==> config.mk <==
export PLATFORM = sky130hd
export DESIGN_NAME = ascon_sbox_loader
export DESIGN_NICKNAME = d
export VERILOG_FILES = /design/src/rtl/ascon_sbox_loader.sv
export SDC_FILE = /design/constraint.sdc
export NUM_CORES = 1
export LEC_CHECK = 0
export BUFFER_PORTS_ARGS = -buffer_cell sky130_fd_sc_hd__clkbuf_2
export CAP_MARGIN = 20
export CELL_PAD_IN_SITES_DETAIL_PLACEMENT = 1
export CELL_PAD_IN_SITES_GLOBAL_PLACEMENT = 1
export CORE_MARGIN = 2
export CORE_UTILIZATION = 40
export DETAILED_ROUTE_END_ITERATION = 12
export GPL_ROUTABILITY_DRIVEN = 0
export PLACE_DENSITY = 0.91
export SYNTH_ARGS = -nofsm -noshare
export SYNTH_HDL_FRONTEND = slang
export SYNTH_SLANG_ARGS = --single-unit
==> constraint.sdc <==
create_clock -name clk_i -period 2.5 [get_ports clk_i]
set_clock_uncertainty 0.05 [all_clocks]
set_input_delay 0.25 -clock clk_i [delete_from_list [all_inputs] [get_ports clk_i]]
set_output_delay 0.25 -clock clk_i [all_outputs]
set_load 0.005 [all_outputs]
==> src/rtl/ascon_sbox_loader.sv <==
// ascon_sbox_loader
//   Register-bus initiator that programs the ASCON SBox register file
//   (8 row registers, 4 x 5-bit entries per row) after reset or on request.
//   Entry k of row r sits in bits [8k+4:8k] of the row word; other bits are 0.
//
// Ports
//   clk_i        clock
//   rst_n_i      asynchronous active-low reset
//   start_i      one-cycle pulse requesting a full table load (accepted in IDLE only)
//   table_sel_i  0 = built-in ASCON SBox, 1 = table_i (sampled on the start cycle)
//   table_i      user table, entry i = S(i) (sampled on the start cycle)
//   reg_req_o    register bus request (addr, write, wdata, wstrb, valid)
//   reg_rsp_i    register bus response (rdata, error, ready)
//   busy_o       load in progress
//   done_o       one-cycle pulse when a load finishes (with or without error)
//   error_o      sticky error flag for the last load
//   err_row_o    row index of the first failing transaction
//
// Optional feature
//   Define ASCON_SBOX_LOADER_VERIFY_EN to read all rows back after the writes
//   and compare them (masked to the entry bits) against the loaded table.

package ascon_sbox_loader_pkg;

    typedef struct packed {
        logic [31:0] addr;
        logic        write;
        logic [31:0] wdata;
        logic [3:0]  wstrb;
        logic        valid;
    } reg_req_t;

    typedef struct packed {
        logic [31:0] rdata;
        logic        error;
        logic        ready;
    } reg_rsp_t;

endpackage

module ascon_sbox_loader
    import ascon_sbox_loader_pkg::*;
#(
    parameter logic [31:0] BASE_ADDR      = 32'h0000_0000,
    parameter int          NUM_ROWS       = 8,
    parameter int          TIMEOUT_CYCLES = 255,
    parameter logic        AUTO_START     = 1'b1
) (
    input  logic             clk_i,
    input  logic             rst_n_i,
    input  logic             start_i,
    input  logic             table_sel_i,
    input  logic [31:0][4:0] table_i,
    output reg_req_t         reg_req_o,
    input  reg_rsp_t         reg_rsp_i,
    output logic             busy_o,
    output logic             done_o,
    output logic             error_o,
    output logic [2:0]       err_row_o
);

    typedef enum logic [1:0] {
        ST_IDLE  = 2'd0,
        ST_WRITE = 2'd1,
        ST_CHECK = 2'd2,
        ST_FIN   = 2'd3
    } state_t;

    localparam logic [2:0]  LAST_ROW = 3'(NUM_ROWS - 1);
    // Counter value at which the current transaction has waited TIMEOUT_CYCLES cycles.
    localparam logic [15:0] TMO_LAST = 16'(TIMEOUT_CYCLES - 1);
`ifdef ASCON_SBOX_LOADER_VERIFY_EN
    localparam logic [31:0] ENTRY_MASK = 32'h1F1F_1F1F;
`endif

    // Standard ASCON 5-bit SBox.
    function automatic logic [4:0] sbox_entry(input logic [4:0] idx);
        case (idx)
            5'd0:  return 5'h04;
            5'd1:  return 5'h0B;
            5'd2:  return 5'h1F;
            5'd3:  return 5'h14;
            5'd4:  return 5'h1A;
            5'd5:  return 5'h15;
            5'd6:  return 5'h09;
            5'd7:  return 5'h02;
            5'd8:  return 5'h1B;
            5'd9:  return 5'h05;
            5'd10: return 5'h08;
            5'd11: return 5'h12;
            5'd12: return 5'h1D;
            5'd13: return 5'h03;
            5'd14: return 5'h06;
            5'd15: return 5'h1C;
            5'd16: return 5'h1E;
            5'd17: return 5'h13;
            5'd18: return 5'h07;
            5'd19: return 5'h0E;
            5'd20: return 5'h00;
            5'd21: return 5'h0D;
            5'd22: return 5'h11;
            5'd23: return 5'h18;
            5'd24: return 5'h10;
            5'd25: return 5'h0C;
            5'd26: return 5'h01;
            5'd27: return 5'h19;
            5'd28: return 5'h16;
            5'd29: return 5'h0A;
            5'd30: return 5'h0F;
            5'd31: return 5'h17;
            default: return 5'h00;
        endcase
    endfunction

    // Row word: four entries, one per byte lane, upper 3 bits of each lane zero.
    function automatic logic [31:0] pack_row(input logic [31:0][4:0] tbl, input logic [2:0] row);
        return {3'b000, tbl[{row, 2'd3}], 3'b000, tbl[{row, 2'd2}],
                3'b000, tbl[{row, 2'd1}], 3'b000, tbl[{row, 2'd0}]};
    endfunction

    function automatic logic [31:0] row_addr(input logic [2:0] row);
        return BASE_ADDR + {27'd0, row, 2'b00};
    endfunction

    function automatic reg_req_t write_req(input logic [2:0] row, input logic [31:0] word);
        reg_req_t req;
        req.addr  = row_addr(row);
        req.write = 1'b1;
        req.wdata = word;
        req.wstrb = 4'hF;
        req.valid = 1'b1;
        return req;
    endfunction

`ifdef ASCON_SBOX_LOADER_VERIFY_EN
    function automatic reg_req_t read_req(input logic [2:0] row);
        reg_req_t req;
        req.addr  = row_addr(row);
        req.write = 1'b0;
        req.wdata = 32'h0000_0000;
        req.wstrb = 4'h0;
        req.valid = 1'b1;
        return req;
    endfunction
`endif

    state_t           state_r;
    reg_req_t         req_r;
    logic [2:0]       row_r;
    logic [31:0][4:0] tbl_r;
    logic [15:0]      tmo_cnt_r;
    logic             busy_r;
    logic             done_r;
    logic             error_r;
    logic [2:0]       err_row_r;
    logic             auto_pend_r;

    logic [31:0][4:0] builtin_tbl_s;
    logic [31:0][4:0] sel_tbl_s;
    logic             hs_s;
    logic [2:0]       next_row_s;

    // Built-in table expanded into the same layout as table_i.
    always_comb begin
        builtin_tbl_s = '0;
        for (int i = 0; i < 32; i++) begin
            builtin_tbl_s[i] = sbox_entry(5'(i));
        end
    end

    // Table source chosen on the start cycle.
    always_comb begin
        if (table_sel_i) begin
            sel_tbl_s = table_i;
        end else begin
            sel_tbl_s = builtin_tbl_s;
        end
    end

    assign hs_s       = req_r.valid & reg_rsp_i.ready;
    assign next_row_s = row_r + 3'd1;

`ifndef ASCON_SBOX_LOADER_VERIFY_EN
    // Read data is only consumed by the read-back check.
    logic rdata_unused_s;
    assign rdata_unused_s = ^reg_rsp_i.rdata;
`endif

    // Load sequencer: snapshot, row writes (optional read-back), completion pulse.
    always_ff @(posedge clk_i or negedge rst_n_i) begin
        if (!rst_n_i) begin
            state_r     <= ST_IDLE;
            req_r       <= '0;
            row_r       <= 3'd0;
            tbl_r       <= '0;
            tmo_cnt_r   <= 16'd0;
            busy_r      <= 1'b0;
            done_r      <= 1'b0;
            error_r     <= 1'b0;
            err_row_r   <= 3'd0;
            auto_pend_r <= AUTO_START;
        end else begin
            case (state_r)
                ST_IDLE: begin
                    done_r <= 1'b0;
                    if (start_i || auto_pend_r) begin
                        auto_pend_r <= 1'b0;
                        tbl_r       <= sel_tbl_s;
                        row_r       <= 3'd0;
                        error_r     <= 1'b0;
                        err_row_r   <= 3'd0;
                        busy_r      <= 1'b1;
                        tmo_cnt_r   <= 16'd0;
                        // First word comes from the live selection: the snapshot lands this same edge.
                        req_r       <= write_req(3'd0, pack_row(sel_tbl_s, 3'd0));
                        state_r     <= ST_WRITE;
                    end
                end

                ST_WRITE: begin
                    if (hs_s) begin
                        if (reg_rsp_i.error && !error_r) begin
                            error_r   <= 1'b1;
                            err_row_r <= row_r;
                        end
                        tmo_cnt_r <= 16'd0;
                        if (row_r == LAST_ROW) begin
`ifdef ASCON_SBOX_LOADER_VERIFY_EN
                            row_r   <= 3'd0;
                            req_r   <= read_req(3'd0);
                            state_r <= ST_CHECK;
`else
                            req_r   <= '0;
                            busy_r  <= 1'b0;
                            done_r  <= 1'b1;
                            state_r <= ST_FIN;
`endif
                        end else begin
                            row_r <= next_row_s;
                            req_r <= write_req(next_row_s, pack_row(tbl_r, next_row_s));
                        end
                    end else if (tmo_cnt_r == TMO_LAST) begin
                        // Timeout abandons the remaining rows.
                        if (!error_r) begin
                            error_r   <= 1'b1;
                            err_row_r <= row_r;
                        end
                        req_r   <= '0;
                        busy_r  <= 1'b0;
                        done_r  <= 1'b1;
                        state_r <= ST_FIN;
                    end else begin
                        tmo_cnt_r <= tmo_cnt_r + 16'd1;
                    end
                end

`ifdef ASCON_SBOX_LOADER_VERIFY_EN
                ST_CHECK: begin
                    if (hs_s) begin
                        if ((reg_rsp_i.error ||
                             ((reg_rsp_i.rdata & ENTRY_MASK) != pack_row(tbl_r, row_r))) && !error_r) begin
                            error_r   <= 1'b1;
                            err_row_r <= row_r;
                        end
                        tmo_cnt_r <= 16'd0;
                        if (row_r == LAST_ROW) begin
                            req_r   <= '0;
                            busy_r  <= 1'b0;
                            done_r  <= 1'b1;
                            state_r <= ST_FIN;
                        end else begin
                            row_r <= next_row_s;
                            req_r <= read_req(next_row_s);
                        end
                    end else if (tmo_cnt_r == TMO_LAST) begin
                        if (!error_r) begin
                            error_r   <= 1'b1;
                            err_row_r <= row_r;
                        end
                        req_r   <= '0;
                        busy_r  <= 1'b0;
                        done_r  <= 1'b1;
                        state_r <= ST_FIN;
                    end else begin
                        tmo_cnt_r <= tmo_cnt_r + 16'd1;
                    end
                end
`endif

                ST_FIN: begin
                    // start_i is not looked at here, so a start during done_o is dropped.
                    done_r  <= 1'b0;
                    state_r <= ST_IDLE;
                end

                default: begin
                    req_r   <= '0;
                    busy_r  <= 1'b0;
                    done_r  <= 1'b0;
                    state_r <= ST_IDLE;
                end
            endcase
        end
    end

    assign reg_req_o = req_r;
    assign busy_o    = busy_r;
    assign done_o    = done_r;
    assign error_o   = error_r;
    assign err_row_o = err_row_r;

endmodule

## Yosys cells after proc, flatten, opt, wreduce, memory -nomap -nowiden

Index checks and enable logic that the tools add are counted.

- Output and inout bits: 76
- Flip-flop bits (word level): 258

- Bitwise gates (word level): 2
- Mux-type cells: 45
- Reduce and logical (&&, ||, !) cells: 14
- Magnitude comparators: 4
- Eq/ne operators: 12
- Add/sub/neg operators: 2

Operators by type and width:

| operator | count |
|---|---|
| $mux 70 | 3 |
| $pmux 70 s3 | 1 |
| $mux 160 | 1 |
| $bmux 5 s3 | 4 |
| $mux 16 | 3 |
| $mux 43 | 1 |
| $pmux 16 s2 | 1 |
| $lt 5x6->1 const B | 4 |
| $mux 3 | 7 |
| $mux 5 | 4 |
| $add 16x1->16 const B | 1 |
| $eq 16x8->1 const B | 1 |
| $ne 3x3->1 const B | 5 |
| $pmux 3 s2 | 2 |
| $reduce_and 4->1 | 3 |
| $mux 1 | 11 |
| $reduce_and 3->1 | 3 |
| $mux 2 | 4 |
| $ne 2x2->1 const B | 3 |
| $reduce_and 5->1 | 1 |
| $pmux 2 s2 | 1 |
| $reduce_and 2->1 | 2 |
| $add 3x1->3 const B | 1 |
| $eq 3x3->1 const B | 1 |
| 11 further kinds | 11 |

## Longest topological paths before layout

Gate-level depths: netlist of the first run.

- Depth after elaboration: 6
- Mapped depth: 9
- Mapped depth without buffers: 6

## Worst setup path after synthesis of the first run

OpenSTA, ideal clock, no wires.

- Path kind: register -> register
- Start: reg tmo_cnt_r[0]
- End: reg req_r, in the netlist reg_req_o[21]
- Data required time: 2,315 ps
- Setup slack: 505 ps
- Arrival: 1,810 ps
- Buffers on the path: 1
- Clock period less this slack: 1,995 ps
- Cell stages (with the launch flop): 8
- Library setup time: 135 ps
- Cell sequence: dfrtp_1 -> inv_1 -> ha_1 -> nor3b_1 -> nand4_1 -> a21oi_2 -> buf_2 -> o211ai_1

- Longest elaborated chain between the ends: 3

Ends and longest elaborated chain:

| element | line | RTL |
|---|---|---|
| start: declaration | 151 | `logic [15:0] tmo_cnt_r;` |
| start signal: assignment | 253 | `tmo_cnt_r <= tmo_cnt_r + 16'd1;` |
| $eq 16x8->1 | 242 | `end else if (tmo_cnt_r == TMO_LAST) begin` |
| $ne 3x3->1 (no source line) | n/a |  |
| $reduce_and 3->1 (no source line) | n/a |  |
| end signal: assignment | 215 | `req_r <= write_req(3'd0, pack_row(sel_tbl_s, 3'd0));` |
| end signal: assignment | 240 | `req_r <= write_req(next_row_s, pack_row(tbl_r, next_row_s));` |
| end: declaration | 148 | `reg_req_t req_r;` |

Every way passes these cells.
A chain may end at the register's enable or synchronous reset.

## Final worst setup path of the first run

- Start: reg tmo_cnt_r[0]
- End: reg err_row_r[1], in the netlist err_row_o[1]

- Longest elaborated chain between the ends: 3

Ends and longest elaborated chain:

| element | line | RTL |
|---|---|---|
| $eq 16x8->1 | 242 |  |
| $ne 3x3->1 (no source line) | n/a |  |
| $reduce_and 5->1 (no source line) | n/a |  |
| end signal: assignment | 224 | `err_row_r <= row_r;` |
| end signal: assignment | 246 | `err_row_r <= row_r;` |
| end: declaration | 155 | `logic [2:0] err_row_r;` |

Every way passes these cells.

==> results of run 1 <==
[final timing paths]
check,startpoint,endpoint,slack [ps],depth (start not counted)
setup / recovery,tmo_cnt_r[0]$_DFFE_PN0P_,err_row_o[1]$_DFFE_PN0P_,120,6
hold / removal,reg_rsp_i[1],error_o$_DFFE_PN0P_,80,4
setup reg to reg,tmo_cnt_r[0]$_DFFE_PN0P_,err_row_o[1]$_DFFE_PN0P_,120,6
hold reg to reg,tbl_r[138]$_DFFE_PN0P_,tbl_r[138]$_DFFE_PN0P_,420,2
max in group asynchronous,rst_n_i,reg_req_o[31]$_DFFE_PN0P_,1370,3
min in group asynchronous,rst_n_i,tbl_r[99]$_DFFE_PN0P_,200,2
[report_power, final]
group,internal (mW),switching [mW]
clock,2.43,1.63
sequential,4.85,1.17
combinational,2.36,3.44
total,9.64,6.24
[sequential cells by signal, summed over array words and instances, names as in the netlist]
register,cells
tmo_cnt_r,16
done_o,1
state_r,2
tbl_r,160
err_row_o,3
busy_o,1
error_o,1
auto_pend_r,1
reg_req_o,24
row_r,3
[cell usage in the layout, fill, tap and decap left out, types with 7 or more instances in the layout]
| cell | instances |
|---|---|
| nand2_1 | 340 |
| dfrtp_1 | 210 |
| clkbuf_2 | 199 |
| dlygate4sd3_1 | 161 |
| nand3_1 | 85 |
| o21ai_0 | 79 |
| conb_1 | 41 |
| mux4_2 | 40 |
| inv_1 | 33 |
| o211ai_1 | 24 |
| clkbuf_16 | 24 |
| a22oi_1 | 23 |
| a21oi_1 | 13 |
| o21ai_1 | 12 |
| diode_2 | 11 |
| buf_12 | 11 |
| or4_1 | 9 |
| clkbuf_8 | 9 |
| buf_4 | 9 |
| o31ai_1 | 8 |
| nor2_1 | 7 |
| nand4_1 | 7 |
[cells by family after synthesis]
family | Yosys count | share of synthesized area (%)
fa+ha+maj | 4 | 0.4878
mux | 41 | 8.878
simple gates | 482 | 20.38
flops | 212 | 51.72
other cells | 1 | 0.03655
buf+inv | 158 | 7.841
compound gates | 179 | 10.66
[tightest hold or removal path: stages]
cell and delay [ps]:
clkbuf_2 110, nor2_1 90, a21oi_1 70, o21a_1 100
[routing by layer]
layer  routed length, um  GRT usage (%)
met1               14750          35.08
met2               23030          58.84
met3                2692          5.884
met4                3842          24.80
met5                   0              0
[per-stage QoR]
step                instances  utilization [%]
floorplan                1117                -
global placement         1543            45.57
detailed placement       1543            45.57
CTS                      1748            55.54
global route             1759            55.64
finish                   1759            55.64
[cell type report]
cell class              count  share of cell area, %
diodes                     11                 0.1964
clock buffers              34                  5.125
clock inverters            10                  1.286
inverters                  34                 0.9108
multi-input cells         747                  30.88
flip-flops and latches    212                  37.90
well taps                 330                  2.947
repair buffers            381                  20.76
[what timing repair did]
action	CTS	global route
resized for setup	0	0
setup endpoints to repair	0	0
hold buffers	161	0
hold endpoints to repair	227	0
==> results by group, run 1 <==
STA
  • Pins Over Slew Limit: 0
  • Fin crit period: 2380 ps
  • Final hold violations: 0
  • Post-route clock period utilization: 95.19%
  • Unrepaired setup endpoints after global routing: false
  • Setup ws final: 120.3 ps
  • Total negative slack: 0 ps
  • Setup violations, final: 0
  • Fin Hold WS: 77.11 ps
  • Worst slew pin tran: 883.1 ps
  • Relative slew margins: 41.13%
  • FMAX: 0.4202 GHz

Worst hold path
  • Hold Crit Class: input pin to flip-flop

Placement
  • Post-Place Worst Slack: 178.2 ps
  • IO Port Bufs: 200
  • Dpl hpwl: 22220 um
  • Post-DP Area: 11470 um^2

Worst setup path
  • Delay of the slowest cell on the worst path: 670 ps
  • Crit. End Element: flip-flop
  • Crit-path max FO: 18
  • Top delay family on crit path: simple AND/OR/NAND/NOR gates
  • Cells along the critical path: inv_1, ha_1, nor3b_1, and4_1, nor2_1, o221ai_1
  • Crit path kind: flip-flop to flip-flop
  • CP bufs+invs: 1
  • Critical path launch point type: flip-flop
  • Worst EP required: 2870 ps
  • CP max-delay cell: and4_1
  • CP arrival: 2750 ps

Drt
  • DRC: 0
  • Iter 0 DRT Violations: 885
  • Via count: 10170
  • TritonRoute pass-1 iters: 7
  • Vias per inst: 5.782
  • Final WL: 44310 um
  • Final ANT Viol Nets: 0
  • WL/cell: 25.19 um

CTS
  • Post-CTS Setup Bufs: 0
  • Max Buffers Root-to-Sink: 3
  • Clk_lat worst skew: 540 ps
  • Max H-tree Level: 1
  • CTS tree: yes
  • Clock-pin slew on the worst setup and hold paths: 60 ps
  • Total CTS buffers: 24
  • Clock Sinks: 212
  • Root buffer selected by CTS: clkbuf_16

Synth
  • Post-Synthesis Cell Area: 10260 um^2
  • Synth Flop Type: dfrtp_1
  • Synth Register Bits: 212
  • EDFF count, synth: 0
  • Synth top area share: 51.46%
  • Cell type with the largest total area after synthesis: dfrtp_1
  • Syn_area_per_cell: 9.526 um^2
  • Synth top area cells: dfrtp_1, nand2_1, mux4_2, nand3_1, o21ai_0
  • Yosys warns: 0
  • Count leader, synth: nand2_1
  • Most common library cells after synthesis: nand2_1, dfrtp_1, nand3_1
  • Post-Synthesis Cells: 1077
  • Synth unique cells: 54
  • Seq/Total Area, Yosys: 51.72%
  • Ys async rst share: 100.0%

Global routing
  • Initial antenna violation count: 10
  • Largest net degree at the start of global routing: 109
  • GRT Total Usage: 33.17%
  • GRT overflow: 0
  • Vias in the first global route: 11430
  • First-pass GRT wire length: 66780 um

Finish
  • Multi-input logic area: 4327 um^2
  • Fill cell count: 2801
  • Post-Layout Inst Area: 14010 um^2
  • Nets: 1602
  • P&R area growth vs syn: 36.57%
  • Layout cells sized above 1: 22.43%
  • FF+latch area: 5310 um^2

Floorplanning
  • Ports: 274
  • Die Wd: 164.2 um
  • Core Rows: 58
  • Initial Utilization: 40.74%
  • Core area: 25180 um^2
  • Die Y: 164.2 um
  • Die ar.: 26950 um^2

Pwr
  • Leakage power total: 6.897 nW
  • Cell Pwr Density: 1133 nW/um^2
  • Final Power: 15.87 mW
  • Max IR drop VDD: 0.0006775 V

Run status
  • Outcome: complete, no violations

Run
  • Maxcap violations: 0
Power figures use the tool's default switching activity.
==> run 2: changes to the inputs <==
CELL_PAD_IN_SITES_GLOBAL_PLACEMENT = 2   (was 1)
CORE_UTILIZATION = 32   (was 40)
PLACE_DENSITY = 0.9   (was 0.91)
==> run 2 against run 1 <==
  * Cell area up 0.53%
  * Sequential share of layout area down 0.20 points
  * Routed wire length down 17%
  * Worst hold slack about the same
  * Count of clock-buffer cells in the layout unchanged
  * Global-route usage down 11 points
  * Power down 5.3%
  * Critical endpoint is now tmo_cnt_r[5]$_DFFE_PN0P_
  * Largest cell class unchanged
  * Largest power group unchanged
==> results by group, run 2 (same netlist as run 1, synthesis figures left out) <==
Run status
  • Outcome: complete, no violations (unchanged)

STA
  • Setup violations, final: 0 (unchanged)
  • Setup ws final: 222.9 ps (was 120.3 ps)
  • Unrepaired setup endpoints after global routing: false (unchanged)
  • Total negative slack: 0 ps (unchanged)
  • Worst slew pin tran: 866.5 ps (was 883.1 ps)
  • FMAX: 0.4391 GHz (was 0.4202 GHz)
  • Post-route clock period utilization: 91.09% (was 95.19%)
  • Fin crit period: 2277 ps (was 2380 ps)
  • Pins Over Slew Limit: 0 (unchanged)
  • Final hold violations: 0 (unchanged)
  • Relative slew margins: 42.23% (was 41.13%)

Drt
  • Via count: 9390 (was 10170)
  • DRC: 0 (unchanged)
  • Final ANT Viol Nets: 0 (unchanged)
  • WL/cell: 20.06 um (was 25.19 um)
  • TritonRoute pass-1 iters: 5 (was 7)
  • Iter 0 DRT Violations: 429 (was 885)
  • Vias per inst: 5.128 (was 5.782)
  • Final WL: 36740 um (was 44310 um)

Finish
  • Biggest register: tbl_r (unchanged)
  • Layout cells sized above 1: 22.47% (was 22.43%)
  • Commonest non-fill, non-tap cell in the layout: nand2_1 (unchanged)
  • P&R area growth vs syn: 37.29% (was 36.57%)
  • Commonest non-fill, non-tap cells in the layout: nand2_1, dfrtp_1, clkbuf_2 (unchanged)
  • Max reg flops: 160 (unchanged)
  • Nets: 1607 (was 1602)

Worst setup path
  • Crit-path max FO: 18 (unchanged)
  • CP arrival: 2620 ps (was 2750 ps)
  • Crit path kind: flip-flop to flip-flop (unchanged)
  • Reg2Reg Setup Slack: 220 ps (was 120 ps)
  • Worst r2r dst: tmo_cnt_r[5]$_DFFE_PN0P_ (was err_row_o[1]$_DFFE_PN0P_)
  • R2r startpoint: tmo_cnt_r[1]$_DFFE_PN0P_ (was tmo_cnt_r[0]$_DFFE_PN0P_)
  • Critical path launch point type: flip-flop (unchanged)
  • Worst EP required: 2850 ps (was 2870 ps)
  • Cells along the critical path: ha_1, nor3b_1, and4_1, nor4_1, mux2i_1 (was inv_1, ha_1, nor3b_1, and4_1, nor2_1, o221ai_1)
  • Delay of the slowest cell on the worst path: 680 ps (was 670 ps)
  • CP max-delay cell: and4_1 (unchanged)
  • Path depth of the worst reg2reg path: 5 (was 6)
  • Crit. End Element: flip-flop (unchanged)

Placement
  • Dpl hpwl: 21780 um (was 22220 um)
  • Post-Place Worst Slack: 260.3 ps (was 178.2 ps)
  • IO Port Bufs: 200 (unchanged)

Floorplanning
  • Die Wd: 183.1 um (was 164.2 um)
  • Core area: 31560 um^2 (was 25180 um^2)
  • Die Y: 183.1 um (was 164.2 um)
  • Initial Utilization: 32.51% (was 40.74%)
  • Die ar.: 33510 um^2 (was 26950 um^2)
  • Ports: 274 (unchanged)
  • Core Rows: 65 (was 58)

Run
  • Maxcap violations: 0 (unchanged)

Worst hold path
  • Hold path cells: 4 (unchanged)
  • Hold Crit Class: input pin to flip-flop (unchanged)
  • Hold path start: reg_rsp_i[1] (unchanged)
  • Hold endpoint: error_o$_DFFE_PN0P_ (unchanged)

Pwr
  • Cell Pwr Density: 1067 nW/um^2 (was 1133 nW/um^2)
  • Comb pwr share: 36.2% (was 36.5%)
  • Leakage power total: 6.898 nW (was 6.897 nW)
  • Final Power: 15.03 mW (was 15.87 mW)
  • Sequential share of power: 38.2% (was 38.0%)
  • Max IR drop VDD: 0.0004701 V (was 0.0006775 V)
  • Net Sw Frac: 36.76% (was 39.29%)
  • Cell-internal power: 9.506 mW (was 9.636 mW)
  • Switching pwr: 5.525 mW (was 6.235 mW)
  • Clock power share: 25.6% (was 25.5%)

Global routing
  • Initial antenna violation count: 6 (was 10)
  • Vias in the first global route: 10500 (was 11430)
  • Largest net degree at the start of global routing: 114 (was 109)
  • GRT Total Usage: 21.91% (was 33.17%)
  • GRT overflow: 0 (unchanged)
  • First-pass GRT wire length: 57010 um (was 66780 um)

CTS
  • Max H-tree Level: 1 (unchanged)
  • Clock-pin slew on the worst setup and hold paths: 60 ps (about the same)
  • Clk_lat worst skew: 540 ps (about the same)
  • Root buffer selected by CTS: clkbuf_16 (unchanged)
  • Clock Sinks: 212 (unchanged)
  • Total CTS buffers: 26 (was 24)
  • PostCTS Resize Cnt: 0 (unchanged)
  • CTS tree: yes (unchanged)
  • Max Buffers Root-to-Sink: 3 (unchanged)
[run 2: changes by cell type in the layout (fill, tap and decap cells not counted), moves of 2 or more]
| cell | delta |
|---|---|
| clkbuf_1 | +4 |
| clkbuf_8 | -7 |
| diode_2 | -6 |
| buf_4 | +3 |
| clkbuf_16 | +2 |
| clkinv_2 | +3 |
[run 2: worst max-delay path by stage]
stage	startpoint	endpoint	slack, ps	cells after the start
5_1_grt	tmo_cnt_r[1]$_DFFE_PN0P_	err_row_o[1]$_DFFE_PN0P_	9	5
3_5_place_dp	tmo_cnt_r[1]$_DFFE_PN0P_	err_row_o[1]$_DFFE_PN0P_	260	5
6_report	tmo_cnt_r[1]$_DFFE_PN0P_	tmo_cnt_r[5]$_DFFE_PN0P_	220	5
3_3_place_gp	tmo_cnt_r[1]$_DFFE_PN0P_	err_row_o[1]$_DFFE_PN0P_	350	5
2_1_floorplan	tmo_cnt_r[0]$_DFFE_PN0P_	reg_req_o[21]$_DFFE_PN0P_	500	7
4_1_cts	tmo_cnt_r[1]$_DFFE_PN0P_	err_row_o[1]$_DFFE_PN0P_	210	5
[run 2: metrics by stage]
stage	instance area (um^2)	util [%]	hold WS [ps]	std cells
2_1_floorplan	10410	-	-95.59	1117
3_3_place_gp	11590	36.72	199.8	1618
3_5_place_dp	11590	36.72	214.0	1618
4_1_cts	14070	44.60	48.32	1826
5_1_grt	14080	44.63	65.64	1830
6_report	14090	44.64	77.53	1831
[run 2: metal layers]
metal | global-route usage, % | part of all wire (%) | vias up
met4 | 8.672 | 4.0 | 2
li1 | - | - | 4281
met1 | 25.08 | 38 | 4714
met2 | 40.30 | 53 | 301
met3 | 4.071 | 5.0 | 92
met5 | 0 | 0.022 | -
[run 2: timing repair]
action / 4_1_cts / 5_1_grt
hold buffers: 161 / 0
endpoints found under the hold margin: 247 / 0
endpoints found under the setup margin: 0 / 0
setup buffers: 0 / 0
[run 2: final cells by class]
type                       instances  area [um^2]
inverter                          34        127.6
tap                              402        503.0
clock inverter                    13        172.7
multi-input combinational        747         4327
fill                            3605        17470
antenna                            5        12.51
sequential                       212         5310
timing repair buffer             384         2933
clock buffer                      34        700.7
[run 2: power groups by stage]
| stage | clock, mW | sequential [mW] | combinational, mW |
|---|---|---|---|
| 6_report | 3.85 | 5.74 | 5.45 |
| 4_1_cts | 3.92 | 5.71 | 5.44 |
| 3_5_place_dp | 0 | 5.75 | 5.21 |
| 2_1_floorplan | 0 | 5.44 | 3.56 |
| 3_3_place_gp | 0 | 5.65 | 5.00 |
| 5_1_grt | 4.06 | 5.90 | 6.04 |
[run 2: worst max-delay path: cells and delay by family (launching register included)]
family | cells | cell delay [ps]
adders and majority gates | 1 | 210
muxes | 1 | 160
DFF | 1 | 480
and+or+nand+nor | 3 | 1240
